--- src/rtl/ifetch_queue.sv ---
// Instruction-fetch front end: sequential imem fetch over req/ack,
// buffered in a small FIFO and handed to decode via valid/ready.
module ifetch_queue #(
  parameter int          DEPTH    = 4,
  parameter logic [31:0] RESET_PC = 32'h0000_0000
) (
  input  logic        clk,
  input  logic        reset,
  input  logic        redirect,
  input  logic [31:0] redirect_pc,
  output logic        imem_req,
  output logic [31:0] imem_addr,
  input  logic        imem_ack,
  input  logic [31:0] imem_rdata,
  output logic        instr_valid,
  output logic [31:0] instr,
  output logic [31:0] instr_pc,
  input  logic        instr_ready
);

  localparam int AW = (DEPTH > 1) ? $clog2(DEPTH) : 1;
  localparam int CW = $clog2(DEPTH + 1);
  localparam logic [CW-1:0] FULL = CW'(DEPTH);
  localparam logic [31:0] NOP = 32'h0000_0013;

  logic [31:0]   fetch_pc_q, fetch_pc_d;
  logic [31:0]   req_addr_q, req_addr_d;
  logic [CW-1:0] count_q, count_d;
  logic [AW-1:0] rd_ptr_q, rd_ptr_d;
  logic [AW-1:0] wr_ptr_q, wr_ptr_d;
  logic          outstanding_q, outstanding_d;
  logic          discard_q, discard_d;

  logic [31:0]   mem_pc_q  [DEPTH];
  logic [31:0]   mem_ins_q [DEPTH];

  logic          issue;
  logic          accept;
  logic          push;
  logic          pop;

  always_comb begin
    issue     = !outstanding_q && !redirect && (count_q != FULL);
    imem_req  = !reset && (outstanding_q || issue);
    // a held request keeps its own address even after a redirect
    imem_addr = outstanding_q ? req_addr_q : fetch_pc_q;
    accept    = imem_req && imem_ack;
    push      = accept && !discard_q && !redirect;

    instr_valid = !reset && !redirect && (count_q != '0);
    pop         = instr_valid && instr_ready;
    instr       = instr_valid ? mem_ins_q[rd_ptr_q] : NOP;
    instr_pc    = instr_valid ? mem_pc_q[rd_ptr_q] : 32'h0;

    fetch_pc_d    = fetch_pc_q;
    req_addr_d    = imem_req ? imem_addr : req_addr_q;
    outstanding_d = imem_req && !imem_ack;
    discard_d     = discard_q;
    count_d       = count_q;
    rd_ptr_d      = rd_ptr_q;
    wr_ptr_d      = wr_ptr_q;

    if (accept) begin
      discard_d = 1'b0;
    end else if (redirect && outstanding_q) begin
      discard_d = 1'b1;
    end

    if (redirect) begin
      fetch_pc_d = {redirect_pc[31:2], 2'b00};
      count_d    = '0;
      rd_ptr_d   = '0;
      wr_ptr_d   = '0;
    end else begin
      if (push) begin
        fetch_pc_d = fetch_pc_q + 32'd4;
        wr_ptr_d   = wr_ptr_q + AW'(1);
      end
      if (pop) begin
        rd_ptr_d = rd_ptr_q + AW'(1);
      end
      unique case ({push, pop})
        2'b10:   count_d = count_q + CW'(1);
        2'b01:   count_d = count_q - CW'(1);
        default: count_d = count_q;
      endcase
    end
  end

  always_ff @(posedge clk or posedge reset) begin
    if (reset) begin
      fetch_pc_q    <= RESET_PC;
      req_addr_q    <= RESET_PC;
      count_q       <= '0;
      rd_ptr_q      <= '0;
      wr_ptr_q      <= '0;
      outstanding_q <= 1'b0;
      discard_q     <= 1'b0;
    end else begin
      fetch_pc_q    <= fetch_pc_d;
      req_addr_q    <= req_addr_d;
      count_q       <= count_d;
      rd_ptr_q      <= rd_ptr_d;
      wr_ptr_q      <= wr_ptr_d;
      outstanding_q <= outstanding_d;
      discard_q     <= discard_d;
    end
  end

  // storage is only read through count-qualified pointers, so no reset
  always_ff @(posedge clk) begin
    if (push) begin
      mem_pc_q[wr_ptr_q]  <= imem_addr;
      mem_ins_q[wr_ptr_q] <= imem_rdata;
    end
  end

endmodule
--- config.mk ---
export PLATFORM = sky130hd
export DESIGN_NAME = ifetch_queue
export DESIGN_NICKNAME = d
export VERILOG_FILES = /design/src/rtl/ifetch_queue.sv
export SDC_FILE = /design/constraint.sdc
export NUM_CORES = 1
export LEC_CHECK = 0
export BUFFER_PORTS_ARGS = -buffer_cell sky130_fd_sc_hd__buf_2
export CORE_MARGIN = 2
export CORE_UTILIZATION = 61
export DETAILED_ROUTE_END_ITERATION = 16
export GPL_TIMING_DRIVEN = 1
export PLACE_DENSITY = 0.83
export SLEW_MARGIN = 20
export SYNTH_ARGS = -nofsm -noshare
export SYNTH_HDL_FRONTEND = slang
export SYNTH_SLANG_ARGS = --single-unit
--- constraint.sdc ---
create_clock -name clk -period 8 [get_ports clk]
set_clock_uncertainty 0.1 [all_clocks]
set_input_delay 0 -clock clk [delete_from_list [all_inputs] [get_ports clk]]
set_output_delay 0 -clock clk [all_outputs]
set_load 0.005 [all_outputs]
; Yosys cells after proc, flatten, opt, wreduce, memory -nomap -nowiden
; Memories as Yosys holds them, arrays and structs flattened.
; Index checks and enable logic that the tools add are counted.
[op_classes]
addsub = 5
mux = 15
n_reduce_logical = 22
eq_ne = 3
[op_table]
columns = cell, count
row1 = 2-to-1 mux 32 bit, 5
row2 = "adder 32 x 3 -> 32 bit, second input constant", 1
row3 = logical AND 1 bit, 11
row4 = 2-to-1 mux 2 bit, 4
row5 = case mux 3 bit (2 select lines), 1
row6 = nonzero test 2 bit, 3
row7 = nonzero test 3 bit, 2
row8 = zero test 1 bit, 5
row9 = "adder 2 x 1 -> 2 bit, second input constant", 2
row10 = 2-to-1 mux 1 bit, 4
row11 = "adder 3 x 1 -> 3 bit, second input constant", 1
row12 = 2-to-1 mux 3 bit, 1
row13 = "!= test 3 bit, second input constant", 1
row14 = "subtractor 3 x 1 -> 3 bit, second input constant", 1
row15 = "equality test 2 x 1 -> 1 bit, second input constant", 1
row16 = "equality test 2 bit, second input constant", 1
row17 = logical OR 1 bit, 1
[totals]
register_bits = 73
memories = 2
mem_bits_rw = 256
out_inout_bits = 98
wordCells = 54
in_bits = 69
[mem_list]
columns = memory, words, word_bits, rd, rd_clocked_by_memory_dff, wr, line
row1 = mem_ins_q, 4, 32, 1, 0, 1, 35  ; logic [31:0] mem_ins_q [DEPTH];
row2 = mem_pc_q, 4, 32, 1, 0, 1, 34  ; logic [31:0] mem_pc_q [DEPTH];

; Depth between registers and ports, before layout
; Gate-level depths: netlist of run 1.
[logic_depth]
ltp_word = 11
ltp_mapped = 9
ltp_nobuf = 7

; Worst setup path after synthesis of run 1
; OpenSTA, ideal clock, no wires.
[synth_path]
path_kind = flip-flop to flip-flop
startpoint = reg count_q[2]
endpoint = mem mem_ins_q[0][0], enable pin
n_path_buf = 0
arrival_time_ns = 2.703
period_less_slack_ns = 3.232
setup_time_ns = 0.429
slack_ns = 4.768
stages_incl_launch_ff = 4
required_ns = 7.471
cell_sequence = dfrtp_1 -> nor4b_1 -> nor4_1 -> and2_1
[synth_between]
elab_chain_cells = 9
[synth_lines]
columns = item, line
row1 = start: declaration, 28  ; logic [CW-1:0] count_q, count_d;
row2 = start signal: assignment, 102  ; count_q <= count_d;
row3 = != test 3 bit, 43  ; issue = !outstanding_q && !redirect && (count_q != FULL);
row4 = logical AND 1 bit, 43
row5 = logical OR 1 bit, 44  ; imem_req = !reset && (outstanding_q || issue);
row6 = logical AND 1 bit, 44
row7 = logical AND 1 bit, 47  ; accept = imem_req && imem_ack;
row8 = logical AND 1 bit (2 in a row), 48  ; push = accept && !discard_q && !redirect;
row9 = 2-to-1 mux 1 bit, 112  ; if (push) begin
row10 = 2-to-1 mux 1 bit (implied by the code), 114  ; mem_ins_q[wr_ptr_q] <= imem_rdata;
row11 = end: declaration, 35
; No other way between the ends.

; Final worst setup path of run 1
[layout_path]
startpoint = reg outstanding_q
endpoint = mem mem_ins_q[0][17], enable pin
[layout_between]
elab_chain_cells = 10
[layout_lines]
columns = item, line
row1 = start: declaration, 31  ; logic outstanding_q, outstanding_d;
row2 = start signal: assignment, 105  ; outstanding_q <= outstanding_d;
row3 = zero test 1 bit, 43
row4 = logical AND 1 bit (2 in a row), 43
row5 = logical OR 1 bit *, 44
row6 = logical AND 1 bit *, 44
row7 = logical AND 1 bit *, 47
row8 = logical AND 1 bit * (2 in a row), 48
row9 = 2-to-1 mux 1 bit *, 112
row10 = 2-to-1 mux 1 bit (implied by the code) *, 114
; Mark *: on every way between the ends. The rest lies on a longest branch, timed or not.

==> metrics, run 1 <==
Fmax ~270 MHz; Longest Clk Path Bufs 3; sequential share of the synthesized area 70.0%; fill count 1,262; Final Total Pwr 3.76 mW; EDFF count, synth ~260; Post-CTS Setup Repair Bufs 0; crit path kind flop to flop; worst skew pair latency about 0.55 ns; status complete, no violations; synth top area cells edfxtp_1 (57%), dfrtp_1 (13%), mux4_2 (11%); final setup violating endpoints 0; Antenna Nets Post-Route 0; Switch Pwr between 700 and 800 uW; PwrDens around 230 mW/mm^2; Top FF cell, synth edfxtp_1; final max-slew violation count 0; share of layout cells above drive strength 1 a little over a third; maximum VDD drop between 0.15 and 0.2 mV; Placed Instances 1,181; Synthesis Warnings 0; H-tree Lvls 1; worst-path maximum fanout 64; Hold Fails Final Rpt 0; crit start category flop; Worst EP required 8.06 ns; Power Internal 2.97 mW; Synth top area share approximately 57%; worst-margin pin slew approximately 1.1 ns; pre-CTS setup slack about 4.3 ns; reg-to-reg startpoint outstanding_q$_DFF_PP0_; CTS Buf Count 31; n_diodes 0; CTS tree built; LEAKAGE between 5 and 6 nW; Avg Synthesized Cell Area roughly 18 um^2; Seq cells post-synth 327; Routed WL per cell roughly 20 um; area occupied by registers 0.00947 mm^2; Die ar. around 0.023 mm^2; most frequent cells in the layout edfxtp_1 (256), buf_2 (164), dlygate4sd3_1 (71); post-layout min period about 3.7 ns; syn_nets about 840; Layout Cells excl Fill 1,308; Tightest Hold Check Type input pin to asynchronous set/reset pin; post_cts resized 0; area growth from synthesis to final layout 21.0%; nets@finish between 1,000 and 1,500; combinational power share 7.6%; clock sinks approximately 330; multi-input logic area approximately 0.0039 mm^2; all-layer global routing usage around 23%; IO Port Bufs 164; routability-driven placement congestion ratio between 0.7 and 0.8; core area approximately 0.022 mm^2; antenna violations before repair 0; DIE HEIGHT 153 um; clk slew on worst S/H paths 0.07 ns; commonest non-fill, non-tap cell in the layout edfxtp_1; vias 7,577; area post-placement about 0.015 mm^2; number of DRC markers in iteration 0 570; Clock power frac between 30% and 40%; Post-Synthesis Cells between 700 and 800; clk root buf clkbuf_16; CP arrival 3.80 ns; Synth area leader edfxtp_1; sw frac 21.1%; residual DRC count 0; reg2reg path depth 4; FP Rows 54; # Max-Cap Violations 0; Initial Util 62.0%; Rel. slew slack roughly 30%; Tcrit/Tclk final 46.7%; gr ovfl total 0; placed wire-length estimate between 10,000 and 15,000 um; Final WS setup around 4.3 ns; vias per cell 5.79; vias in the first global route 7,909; CP Launch Point outstanding_q$_DFF_PP0_; Setup TNS 0 ns; power share of the sequential group 52.5%; I/O Pins between 150 and 200; ys async rst share 21.7%; TritonRoute pass-1 iters 5; Chip Width 153 um; unrepaired setup endpoints after global routing false; Total Wirelength between 20,000 and 30,000 um; Unique masters post-synth 47; CP Capture Type flop; largest net degree at the start of global routing just over 70; final instance area between 0.015 and 0.02 mm^2; global-route wire length before repair 42,600 um; Post-Syn Area roughly 0.014 mm^2
## cell families (layout without fill, tap and decap cells)
kind of cell / Yosys count / count (layout) / synth area share (%)
mux: 130 / 130 / 16.1
fa+ha+maj: 6 / 6 / 0.611
flops: 327 / 327 / 70.0
xor+xnor: 31 / 31 / 2.06
buf+inv: 45 / 304 / 1.42
simple gates: 194 / 194 / 8.36
compound gates: 36 / 36 / 1.43
## critical path: stages (launching register included)
cell and delay [ns]:
dfrtp_1 0.81, buf_4 0.42, nor4b_1 0.17, nor4_1 0.83
and2_4 1.00
## cells in the mapped netlist (all sizes together), types with 10 or more instances
master / number
edfxtp: 256
and2: 71
dfrtp: 71
mux2: 64
mux4: 64
nand2: 39
o21ai: 27
xor2: 21
clkbuf: 20
buf: 19
nand3: 19
nor2: 16
nand4: 13
xnor2: 10
## final cells by class
class,count,area share [%]
Timing Repair Buffer,242,9.68
Inverter,6,0.138
Tap cell,280,2.14
Sequential cell,327,57.9
Clock inverter,20,1.52
Multi-Input combinational cell,397,23.8
Clock buffer,36,4.85
## power groups by stage
stage / registers [mW] / logic, mW / clock network (mW)
6_report: 1.97 / 0.285 / 1.50
5_1_grt: 1.98 / 0.313 / 1.58
4_1_cts: 1.97 / 0.286 / 1.52
3_5_place_dp: 2.00 / 0.257 / 0
3_3_place_gp: 2.00 / 0.247 / 0
2_1_floorplan: 1.99 / 0.167 / 0
## registers in the layout, indices dropped and copies added, names as in the netlist
| name | cells |
|---|---|
| discard_q | 1 |
| count_q | 3 |
| fetch_pc_q | 30 |
| mem_pc_q | 128 |
| req_addr_q | 32 |
| mem_ins_q | 128 |
| outstanding_q | 1 |
| rd_ptr_q | 2 |
| wr_ptr_q | 2 |
## worst paths after layout
check                                              to  slack [ns]
min                            count_q[0]$_DFFE_PP0P_        0.07
max in group asynchronous  req_addr_q[16]$_DFFE_PP0N_        6.73
max reg2reg                mem_ins_q[0][17]$_DFFE_PP_        4.26
min reg2reg                 req_addr_q[1]$_DFFE_PP0N_        0.38
max                        mem_ins_q[0][17]$_DFFE_PP_        4.26
min in group clk            fetch_pc_q[8]$_DFFE_PP0N_        0.08
## routing by layer
layer  GRT usage (%)  routed length (um)
met5               0                   0
met4            5.11                 370
met3            3.20                1510
met2            38.9               13400
met1            32.7               11500
## stage by stage
stage | hold WS [ns] | util [%]
floorplan | -0.0272 | -
detailed placement | 0.0962 | 66.9
global route | 0.0925 | 75.0
global placement | 0.0980 | 66.9
finish | 0.0720 | 75.0
CTS | 0.0688 | 75.0
## repair_timing
item / 4_1_cts / 5_1_grt
hold endpoints to repair: 193 / 0
setup endpoints to repair: 0 / 0
hold buffers: 71 / 0
Note: power is estimated with default switching activity, not from simulation.
==> run 2: changes to the inputs <==
--- a/config.mk
+++ b/config.mk
@@ -7,10 +7,10 @@
 export LEC_CHECK = 0
 export BUFFER_PORTS_ARGS = -buffer_cell sky130_fd_sc_hd__buf_2
 export CORE_MARGIN = 2
-export CORE_UTILIZATION = 61
+export CORE_UTILIZATION = 52
 export DETAILED_ROUTE_END_ITERATION = 16
 export GPL_TIMING_DRIVEN = 1
-export PLACE_DENSITY = 0.83
+export PLACE_DENSITY = 0.75
 export SLEW_MARGIN = 20
 export SYNTH_ARGS = -nofsm -noshare
 export SYNTH_HDL_FRONTEND = slang
==> constraint.sdc (replaced) <==
create_clock -name clk -period 3.38 [get_ports clk]
set_clock_uncertainty 0.1 [all_clocks]
set_input_delay 0 -clock clk [delete_from_list [all_inputs] [get_ports clk]]
set_output_delay 0 -clock clk [all_outputs]
set_load 0.005 [all_outputs]
==> metrics, run 2 (synthesis gave the netlist of run 1 again) <==
Slowest cell on crit path dlygate4sd3_1; Tcrit/Tclk final 82.3% (+36 points); H-tree Lvls 2 (+1); CP top delay family simple AND/OR/NAND/NOR gates; Largest regs mem_ins_q (128), mem_pc_q (128), req_addr_q (32); Longest Clk Path Bufs 3 (unchanged); Fmax 360 MHz (+34%); Most Used Layer, Global Route met2; clk slew on worst S/H paths 0.06 ns (about the same); clk root buf clkbuf_16; largest stage delay on the critical path 0.55 ns (-0.45 ns); sw frac 20.8% (-0.27 points); I/O Pins 167 (unchanged); share of layout cells above drive strength 1 36.6% (+1.3 points); commonest non-fill, non-tap cell in the layout edfxtp_1; status complete, no violations; worst-path maximum fanout 15 (-77%); vias in the first global route 7,644 (-3.4%); unrepaired setup endpoints after global routing false; CP Launch Point outstanding_q$_DFF_PP0_; LEAKAGE 6.10 nW (+1.9%); largest net degree at the start of global routing 65 (-8.5%); core area 0.0258 mm^2 (+18%); routability-driven placement congestion ratio 0.798 (+2.2%); Initial Util 52.5% (-9.5 points); number of DRC markers in iteration 0 534 (-6.3%); Tightest Hold Check Type input pin to asynchronous set/reset pin; post-layout min period 2.78 ns (-0.956 ns); most frequent cells in the layout edfxtp_1 (256), buf_2 (164), dfrtp_1 (69); Post-CTS Setup Repair Bufs 0 (unchanged); reg-to-reg startpoint outstanding_q$_DFF_PP0_; DIE HEIGHT 165 um (+8.1%); TritonRoute pass-1 iters 5 (unchanged); power share of the sequential group 50.3% (-2.2 points); clock sinks 327 (unchanged); Chip Width 165 um (+8.1%); hold_ws 0.0723 ns (+0.000277 ns); IO Port Bufs 164 (unchanged); nets@finish 1,088 (+0.74%); Total Wirelength 27,100 um (+0.94%); PwrDens 557 mW/mm^2 (+140%); Rel. slew slack 29.6% (-0.28 points); worst skew pair latency 0.50 ns (-0.05 ns); CP Capture Type flop; worst path cell trace buf_4, or4b_1, and3_1, buf_4, nor2_2, o21ai_1, nand3_1, dlygate4sd3_1; CTS Buf Count 35 (+13%); area growth from synthesis to final layout 23.0%; CP arrival 3.12 ns (-0.68 ns); Clock power frac 42.4% (+2.5 points); Worst EP required 3.72 ns (-4.34 ns); Setup TNS 0 ns (unchanged); Die ar. 0.0273 mm^2 (+17%); combinational power share 7.3% (-0.3 points); final max-slew violation count 0 (unchanged); CTS tree built; n_diodes 0 (unchanged); pre-CTS setup slack 0.793 ns (-3.52 ns); crit path kind flop to flop; # Max-Cap Violations 0 (unchanged); Final Total Pwr 9.27 mW (+150%); final core utilization 64.6% (-10 points); Buf/Inv on CP 3 (+2); met1 usage 27.5% (-5.2 points); global-route wire length before repair 41,500 um (-2.6%); maximum VDD drop 0.374 mV (+120%); fill count 1,823 (+44%); all-layer global routing usage 20.2% (-2.8 points); residual DRC count 0 (unchanged); Final WS setup 0.599 ns (-3.66 ns); final setup violating endpoints 0 (unchanged); GR Util met3 3.65% (+0.44 points); placed wire-length estimate 15,300 um (+2.4%); Power Internal 7.34 mW (+150%); FP Rows 59 (+9.3%); Antenna Nets Post-Route 0 (unchanged); crit start category flop; Switch Pwr 1.93 mW (+140%); gr ovfl total 0 (unchanged); Routed WL per cell 19.7 um (-3.9%); worst-margin pin slew 1.06 ns (+0.00418 ns); CP dominant cell by count buf_4; Hold Fails Final Rpt 0 (unchanged); antenna violations before repair 0 (unchanged); vias 7,555 (-0.29%); vias per cell 5.50 (-5.1%); met2 Usage GRT 34.2% (-4.7 points)
run 2: worst paths after layout:
kind                                         endpoint  slack, ns  cells after the start
setup / recovery           fetch_pc_q[17]$_DFFE_PP0N_       0.60                      8
hold / removal                  discard_q$_DFFE_PP0P_       0.07                      3
setup reg to reg           fetch_pc_q[17]$_DFFE_PP0N_       0.60                      8
hold reg to reg             req_addr_q[1]$_DFFE_PP0N_       0.38                      1
max in group asynchronous     rd_ptr_q[0]$_DFFE_PP0P_       2.35                      4
min in group clk           mem_ins_q[1][31]$_DFFE_PP_       0.14                      2
run 2: stage by stage:
step / cells / cell area (um^2)
4_1_cts: 1374 / 16600
5_1_grt: 1374 / 16600
3_3_place_gp: 1244 / 14800
6_report: 1374 / 16600
2_1_floorplan: 769 / 13500
3_5_place_dp: 1244 / 14800
run 2: timing repair:
item	4_1_cts	5_1_grt
resized for setup	0	0
hold buffers	67	0
endpoints found under the hold margin	237	0
run 2: layout make-up:
| class | count | area (um^2) | area share (%) |
|---|---|---|---|
| Timing Repair Buffer | 246 | 1630 | 9.79 |
| Clock buffer | 47 | 993 | 5.97 |
| Sequential cell | 327 | 9470 | 56.9 |
| Multi-Input combinational cell | 397 | 3890 | 23.4 |
| Tap cell | 335 | 419 | 2.52 |
| Clock inverter | 16 | 214 | 1.29 |
| Inverter | 6 | 22.5 | 0.135 |
run 2: routing by layer:
metal  share of wire [%]  up-vias
met2                  49      233
met5                   0        -
met1                  43     3827
met4                 1.7        0
li1                    -     3457
met3                 6.0       38
run 2: worst min-delay path: stages:
cell and delay (ns):
dlygate4sd3_1 0.54, buf_2 0.20, inv_2 0.37
run 2: power groups by stage:
| stage | sequential, mW | clock (mW) | combinational, mW |
|---|---|---|---|
| after global placement | 4.73 | 0 | 0.603 |
| after global routing | 4.68 | 4.18 | 0.748 |
| after CTS | 4.66 | 4.02 | 0.685 |
| after floorplan | 4.70 | 0 | 0.396 |
| after detailed placement | 4.74 | 0 | 0.619 |
| final | 4.66 | 3.93 | 0.678 |
